`src/rtl/fifo_pkg.sv`:
```
// ============================================================================
// fifo_pkg : shared types and defaults for the fifo_reader drain controller
// Revision : 1.0
// ============================================================================
`default_nettype none

package fifo_pkg;

    typedef enum logic [1:0] {
        B0 = 2'd0,
        B1 = 2'd1,
        B2 = 2'd2
    } buf_state_t;

    localparam int DW_DEFAULT    = 8;
    localparam int CNT_W_DEFAULT = 16;

    // The state encoding doubles as the number of buffered words.
    function automatic logic [1:0] occ_words(input buf_state_t s);
        return 2'(s);
    endfunction

endpackage

`default_nettype wire

```
`src/rtl/fifo_skid_buf.sv`:
```
// ============================================================================
// fifo_skid_buf : 2-entry head/tail skid buffer with occupancy FSM
// Revision : 1.0
// ============================================================================
`default_nettype none

module fifo_skid_buf
    import fifo_pkg::*;
#(
    parameter int DW = DW_DEFAULT
) (
    input  logic          clk,
    input  logic          nrst,
    input  logic          capture,
    input  logic [DW-1:0] wdata,
    input  logic          ready,
    output logic [DW-1:0] data,
    output logic          valid,
    output buf_state_t    occ
);

    buf_state_t    state;
    buf_state_t    state_nxt;
    logic [DW-1:0] head;
    logic [DW-1:0] head_nxt;
    logic [DW-1:0] tail;
    logic [DW-1:0] tail_nxt;
    logic          pop;

    assign valid = (state != B0);
    assign pop   = valid & ready;
    assign data  = head;
    assign occ   = state;

    always_ff @(posedge clk or negedge nrst) begin
        if (!nrst) begin
            state <= B0;
            head  <= '0;
            tail  <= '0;
        end else begin
            state <= state_nxt;
            head  <= head_nxt;
            tail  <= tail_nxt;
        end
    end

    always_comb begin
        state_nxt = state;
        head_nxt  = head;
        tail_nxt  = tail;
        case (state)
            B0: begin
                if (capture) begin
                    head_nxt  = wdata;
                    state_nxt = B1;
                end
            end
            B1: begin
                case ({capture, pop})
                    2'b10: begin
                        tail_nxt  = wdata;
                        state_nxt = B2;
                    end
                    2'b01:   state_nxt = B0;
                    2'b11:   head_nxt  = wdata;
                    default: state_nxt = B1;
                endcase
            end
            B2: begin
                // Credit logic keeps capture out of B2 unless a pop frees the head.
                if (pop) begin
                    head_nxt = tail;
                    if (capture) begin
                        tail_nxt = wdata;
                    end else begin
                        state_nxt = B1;
                    end
                end
            end
            default: state_nxt = B0;
        endcase
    end

endmodule

`default_nettype wire

```
`src/rtl/fifo_reader.sv`:
```
// ============================================================================
// fifo_reader : FIFO read-side drain controller with valid/ready output stream
// Revision : 1.0   (optional popped-word counter: FIFO_READER_CNT_EN)
// ============================================================================
`default_nettype none

module fifo_reader
    import fifo_pkg::*;
#(
    parameter int DW    = DW_DEFAULT,
    parameter int CNT_W = CNT_W_DEFAULT
) (
    input  logic             clk,
    input  logic             nrst,
    input  logic             empty,
    input  logic [DW-1:0]    fifo_rdata,
    output logic             ren,
    output logic [DW-1:0]    m_data,
    output logic             m_valid,
    input  logic             m_ready
`ifdef FIFO_READER_CNT_EN
    ,
    output logic [CNT_W-1:0] rd_count
`endif
);

    logic       inflight;
    logic       active;
    logic       pop;
    logic [2:0] credit_used;
    buf_state_t occ;

    if (CNT_W < 1) begin : g_cnt_w_check
        $error("fifo_reader: CNT_W must be at least 1");
    end

    assign pop = m_valid & m_ready;

    // A word leaving the head this cycle frees its slot before the new pop lands,
    // which is what allows one word per clock with m_ready held high.
    assign credit_used = 3'(occ_words(occ)) + 3'(inflight) - 3'(pop);
    assign ren         = active & ~empty & (credit_used < 3'd2);

    always_ff @(posedge clk or negedge nrst) begin
        if (!nrst) begin
            inflight <= 1'b0;
            active   <= 1'b0;
        end else begin
            inflight <= ren;
            active   <= 1'b1;
        end
    end

    fifo_skid_buf #(
        .DW (DW)
    ) u_buf (
        .clk     (clk),
        .nrst    (nrst),
        .capture (inflight),
        .wdata   (fifo_rdata),
        .ready   (m_ready),
        .data    (m_data),
        .valid   (m_valid),
        .occ     (occ)
    );

`ifdef FIFO_READER_CNT_EN
    always_ff @(posedge clk or negedge nrst) begin
        if (!nrst) begin
            rd_count <= '0;
        end else if (pop) begin
            rd_count <= rd_count + CNT_W'(1);
        end
    end
`endif

endmodule

`default_nettype wire
```
`config.mk`:
```
export PLATFORM = sky130hd
export DESIGN_NAME = fifo_reader
export DESIGN_NICKNAME = d
export VERILOG_FILES = /design/src/rtl/fifo_pkg.sv /design/src/rtl/fifo_skid_buf.sv /design/src/rtl/fifo_reader.sv
export SDC_FILE = /design/constraint.sdc
export NUM_CORES = 1
export LEC_CHECK = 0
export CORE_MARGIN = 2
export CORE_UTILIZATION = 41
export CTS_CLUSTER_DIAMETER = 200
export CTS_CLUSTER_SIZE = 12
export DETAILED_ROUTE_END_ITERATION = 7
export GPL_TIMING_DRIVEN = 0
export PLACE_DENSITY = 0.72
export SYNTH_ARGS = -nofsm -noshare
export SYNTH_HDL_FRONTEND = slang
export SYNTH_HIERARCHICAL = 1
export SYNTH_SLANG_ARGS = --single-unit
```
`constraint.sdc`:
```
create_clock -name clk -period 4.7 [get_ports clk]
set_input_delay 0.47 -clock clk [delete_from_list [all_inputs] [get_ports clk]]
set_output_delay 0.47 -clock clk [all_outputs]
set_load 0.1 [all_outputs]
```
==> qor.csv <==
stage,metric,value,unit
layout,area added between synthesis and finish,29.7,%
clocking,PostCTS Resize Cnt,0,
routing,overall via count from detail_route,693,
grt,wire length of the first global-routing pass,3220,um
synth,most common cell in the synthesized netlist,sky130_fd_sc_hd__dfrtp_1,
routing,router iterations before antenna repair,4,
sta,"Hold Vio Cnt, Final",0,
sta,Final Max Slew Viols,0,
worst_setup_path,Critical path origin,u_buf/occ[1]$_DFFE_PN0P_,
routing,count of unresolved DRC violations after routing,0,
layout,area of combinational cells with multiple inputs,463,um2
floorplan,core region area,2250,um2
worst_setup_path,kind of critical path,flip-flop to output port,
status,status,"finished, final reports clean",
worst_setup_path,count of buffer and inverter cells on the critical path,3,
sta,final critical path time including I/O delays and setup,4.40,ns
synth,count of distinct cell types in the synthesized netlist,28,
placement,input/output buffers,21,
clocking,number of levels the H-tree was split into,1,
sta,total negative slack for setup checks,0,ns
synth,"Net Count, Synth",90,
worst_setup_path,largest delay contributor family on the critical path,buffers and inverters,
min_path,Tightest Hold Check Type,flip-flop to flip-flop,
synth,instance count of the mapped netlist,74,
worst_setup_path,"critical path fanouts, max",10,
synth,area share of the largest cell type after synthesis,49.9,%
clocking,Post-CTS Setup Inserts,0,
clocking,clock tree from TritonCTS,done,
sta,worst setup skew after layout,0.00796,ns
synth,most area-consuming cells after synthesis,"sky130_fd_sc_hd__dfrtp_1 (50%), sky130_fd_sc_hd__mux2_2 (9.0%), sky130_fd_sc_hd__o221a_2 (7.9%)",
sta,Worst-Margin Slew,0.971,ns
worst_setup_path,Required @ worst endpoint,4.23,ns
worst_setup_path,crit path capture type,output port,
worst_setup_path,startpoint of the most critical register-to-register path,u_buf/occ[1]$_DFFE_PN0P_,
clocking,CTS root buf,sky130_fd_sc_hd__clkbuf_4,
clocking,count of clock tree sinks,20,
sta,final clock period utilization by the worst path,93.7,%
grt,pin count of the biggest net entering global routing,21,
worst_setup_path,"Cell Chain, Critical Path","buf_6, clkbuf_2, or2_2, and2_1, ha_1, nand2b_1, fa_1, xor2_1, nor3_2, clkdlybuf4s50_1",
clocking,Clock Tree Buf Depth,2,
clocking,clock-pin slew reported for the worst setup and hold paths after clock tree synthesis,0.12,ns
synth,number of synthesized flops with an enable pin,0,
worst_setup_path,endpoint arrival time on the critical path,3.93,ns
synth,number of warning messages in the yosys log,6,
floorplan,initial core utilization,44.5,%
routing,detailed-route wire length,2030,um
floorplan,horizontal die dimension,53.4,um
grt,vias in the first global route,662,
sta,Worst slew margin,35.0,%
routing,final antenna-violating net count,0,
clocking,number of hold buffers added after CTS,0,
layout,FF/Latch Area,500,um2
layout,Fill cells,202,
floorplan,I/O Pins,22,
synth,cell area after synthesis,1000,um2
synth,predominant post-synthesis flop cell,sky130_fd_sc_hd__dfrtp_1,
synth,post-synthesis async set-or-reset flop share,100,%
routing,Iteration-0 DRC Markers,11,
sta,unrepaired setup endpoints after global routing,false,
grt,total global routing track utilization,16.0,%
floorplan,area of the die,2860,um2
worst_setup_path,crit path launch type,flip-flop,
worst_setup_path,biggest cell delay along the critical path,1.16,ns
min_path,launch instance of the worst min-delay path,u_buf/tail[3]$_DFFE_PN0P_,
synth,total of flip-flops plus latches after synthesis,20,
routing,post-detailed-route via-to-cell ratio,5.46,
sta,maximum achievable frequency,0.227,GHz
grt,antenna violations before repair,0,
synth,library cell with the largest summed area after synthesis,sky130_fd_sc_hd__dfrtp_1,
synth,post-synthesis sequential area ratio,49.9,%
clocking,later-pin clock latency in the skew report,0.30,ns
job,MaxCap Viol Count,0,
layout,fraction of final layout cells sized beyond drive strength 1,29.3,%
layout,number of nets in the layout,116,
worst_setup_path,"slowest stage cell, crit path",sky130_fd_sc_hd__clkdlybuf4s50_1,
placement,post-detail-place hpwl,1390,um
layout,antenna cell count,0,
sta,Setup Viol. Count Final,0,
routing,routed length per placed instance,15.9,um
placement,GPL Wtd Cong,0.802,
floorplan,height of the die,53.4,um
clocking,number of clock buffers inserted by TritonCTS,3,
synth,Post-Syn Area per Cell,13.5,um2
synth,most frequent cells after synthesis,"sky130_fd_sc_hd__dfrtp_1 (20), sky130_fd_sc_hd__mux2_2 (8), sky130_fd_sc_hd__o221a_2 (7), sky130_fd_sc_hd__or3_1 (7)",
floorplan,row count,17,
grt,sum of overflow across all layers after global routing,0,
## per-stage QoR
| step | setup slack, ns | hold WS [ns] | util (%) | cells | area, um2 |
|---|---|---|---|---|---|
| 2_1_floorplan | 0.551 | 0.174 | - | 74 | 1000 |
| 3_3_place_gp | 0.646 | 0.490 | 55.3 | 123 | 1250 |
| 3_5_place_dp | 0.610 | 0.498 | 55.3 | 123 | 1250 |
| 4_1_cts | 0.263 | 0.528 | 57.7 | 127 | 1300 |
| 5_1_grt | 0.136 | 0.545 | 57.7 | 127 | 1300 |
| 6_report | 0.297 | 0.524 | 57.7 | 127 | 1300 |
## path summary, 6_finish.rpt
path,cells past startpoint,slack [ns],to
setup / recovery,10,0.30,ren
hold / removal,1,0.52,u_buf/tail[3]$_DFFE_PN0P_
setup reg to reg,9,2.15,inflight$_DFF_PN0_
hold reg to reg,1,0.52,u_buf/tail[3]$_DFFE_PN0P_
max in group asynchronous,1,3.47,u_buf/tail[2]$_DFFE_PN0P_
min in group asynchronous,1,0.67,u_buf/tail[6]$_DFFE_PN0P_
## cells by family after synthesis
family | share of synthesized area, %
AO/OA/AOI/OAI | 16.4
XOR/XNOR | 0.874
adder cells (fa/ha/maj) | 5.74
buffers and inverters | 3.87
flip-flops | 49.9
multiplexers | 11.2
other | 0.374
AND/OR/NAND/NOR | 11.6
## cells in the final DEF, fill, tap and decap left out
cell type and instances:
sky130_fd_sc_hd__nand3b_4 1, sky130_fd_sc_hd__o21a_1 1, sky130_fd_sc_hd__o22ai_1 1, sky130_fd_sc_hd__or3_1 7
sky130_fd_sc_hd__conb_1 1, sky130_fd_sc_hd__clkbuf_2 1, sky130_fd_sc_hd__bufinv_16 1, sky130_fd_sc_hd__nand2_1 3
sky130_fd_sc_hd__inv_1 3, sky130_fd_sc_hd__o21ai_4 2, sky130_fd_sc_hd__nand4b_1 1, sky130_fd_sc_hd__o32ai_1 1
sky130_fd_sc_hd__clkbuf_4 3, sky130_fd_sc_hd__nor2_1 1, sky130_fd_sc_hd__a32o_1 1, sky130_fd_sc_hd__nor3_2 1
sky130_fd_sc_hd__o21ba_2 1, sky130_fd_sc_hd__a21oi_1 1, sky130_fd_sc_hd__o221a_2 7, sky130_fd_sc_hd__and2_1 1
sky130_fd_sc_hd__nand2b_1 1, sky130_fd_sc_hd__mux2_2 8, sky130_fd_sc_hd__xor2_1 1, sky130_fd_sc_hd__or2_2 1
sky130_fd_sc_hd__mux2i_4 1, sky130_fd_sc_hd__buf_6 2, sky130_fd_sc_hd__clkdlybuf4s50_1 21, sky130_fd_sc_hd__o21ai_0 1
sky130_fd_sc_hd__ha_1 3, sky130_fd_sc_hd__fa_1 1, sky130_fd_sc_hd__dfrtp_1 20
## worst reg2reg max path, cell delays in order (launching register included)
cell and delay (ns):
sky130_fd_sc_hd__dfrtp_1 0.45, sky130_fd_sc_hd__buf_6 0.17, sky130_fd_sc_hd__clkbuf_2 0.19, sky130_fd_sc_hd__or2_2 0.35, sky130_fd_sc_hd__and2_1 0.16, sky130_fd_sc_hd__ha_1 0.26
sky130_fd_sc_hd__nand2b_1 0.15, sky130_fd_sc_hd__fa_1 0.38, sky130_fd_sc_hd__xor2_1 0.18, sky130_fd_sc_hd__nor3_2 0.20
## state kept, by name (all words and copies together), names as in the netlist
name and flops:
inflight 1, u_buf/data 8, u_buf/tail 8, active 1, u_buf/occ 2
## cell type report
cell class | instances | share of cell area [%]
clock buffers | 3 | 1.73
plain buffers | 3 | 2.12
repair buffers | 21 | 16.2
well taps | 28 | 2.69
inverters | 3 | 0.866
flip-flops and latches | 20 | 38.5
multi-input cells | 48 | 35.6
clock inverters | 1 | 2.31
## routing by layer
layer | vias to the layer above | track usage [%] | routed length, um
li1 | 326 | - | -
met1 | 348 | 22.4 | 968
met2 | 17 | 24.3 | 970
met3 | 2 | 1.69 | 58
met4 | 0 | 7.69 | 27
met5 | - | 0 | 0
Power is not shown: default switching activity piles up to over one toggle a cycle in this logic, so the estimate is an artifact.
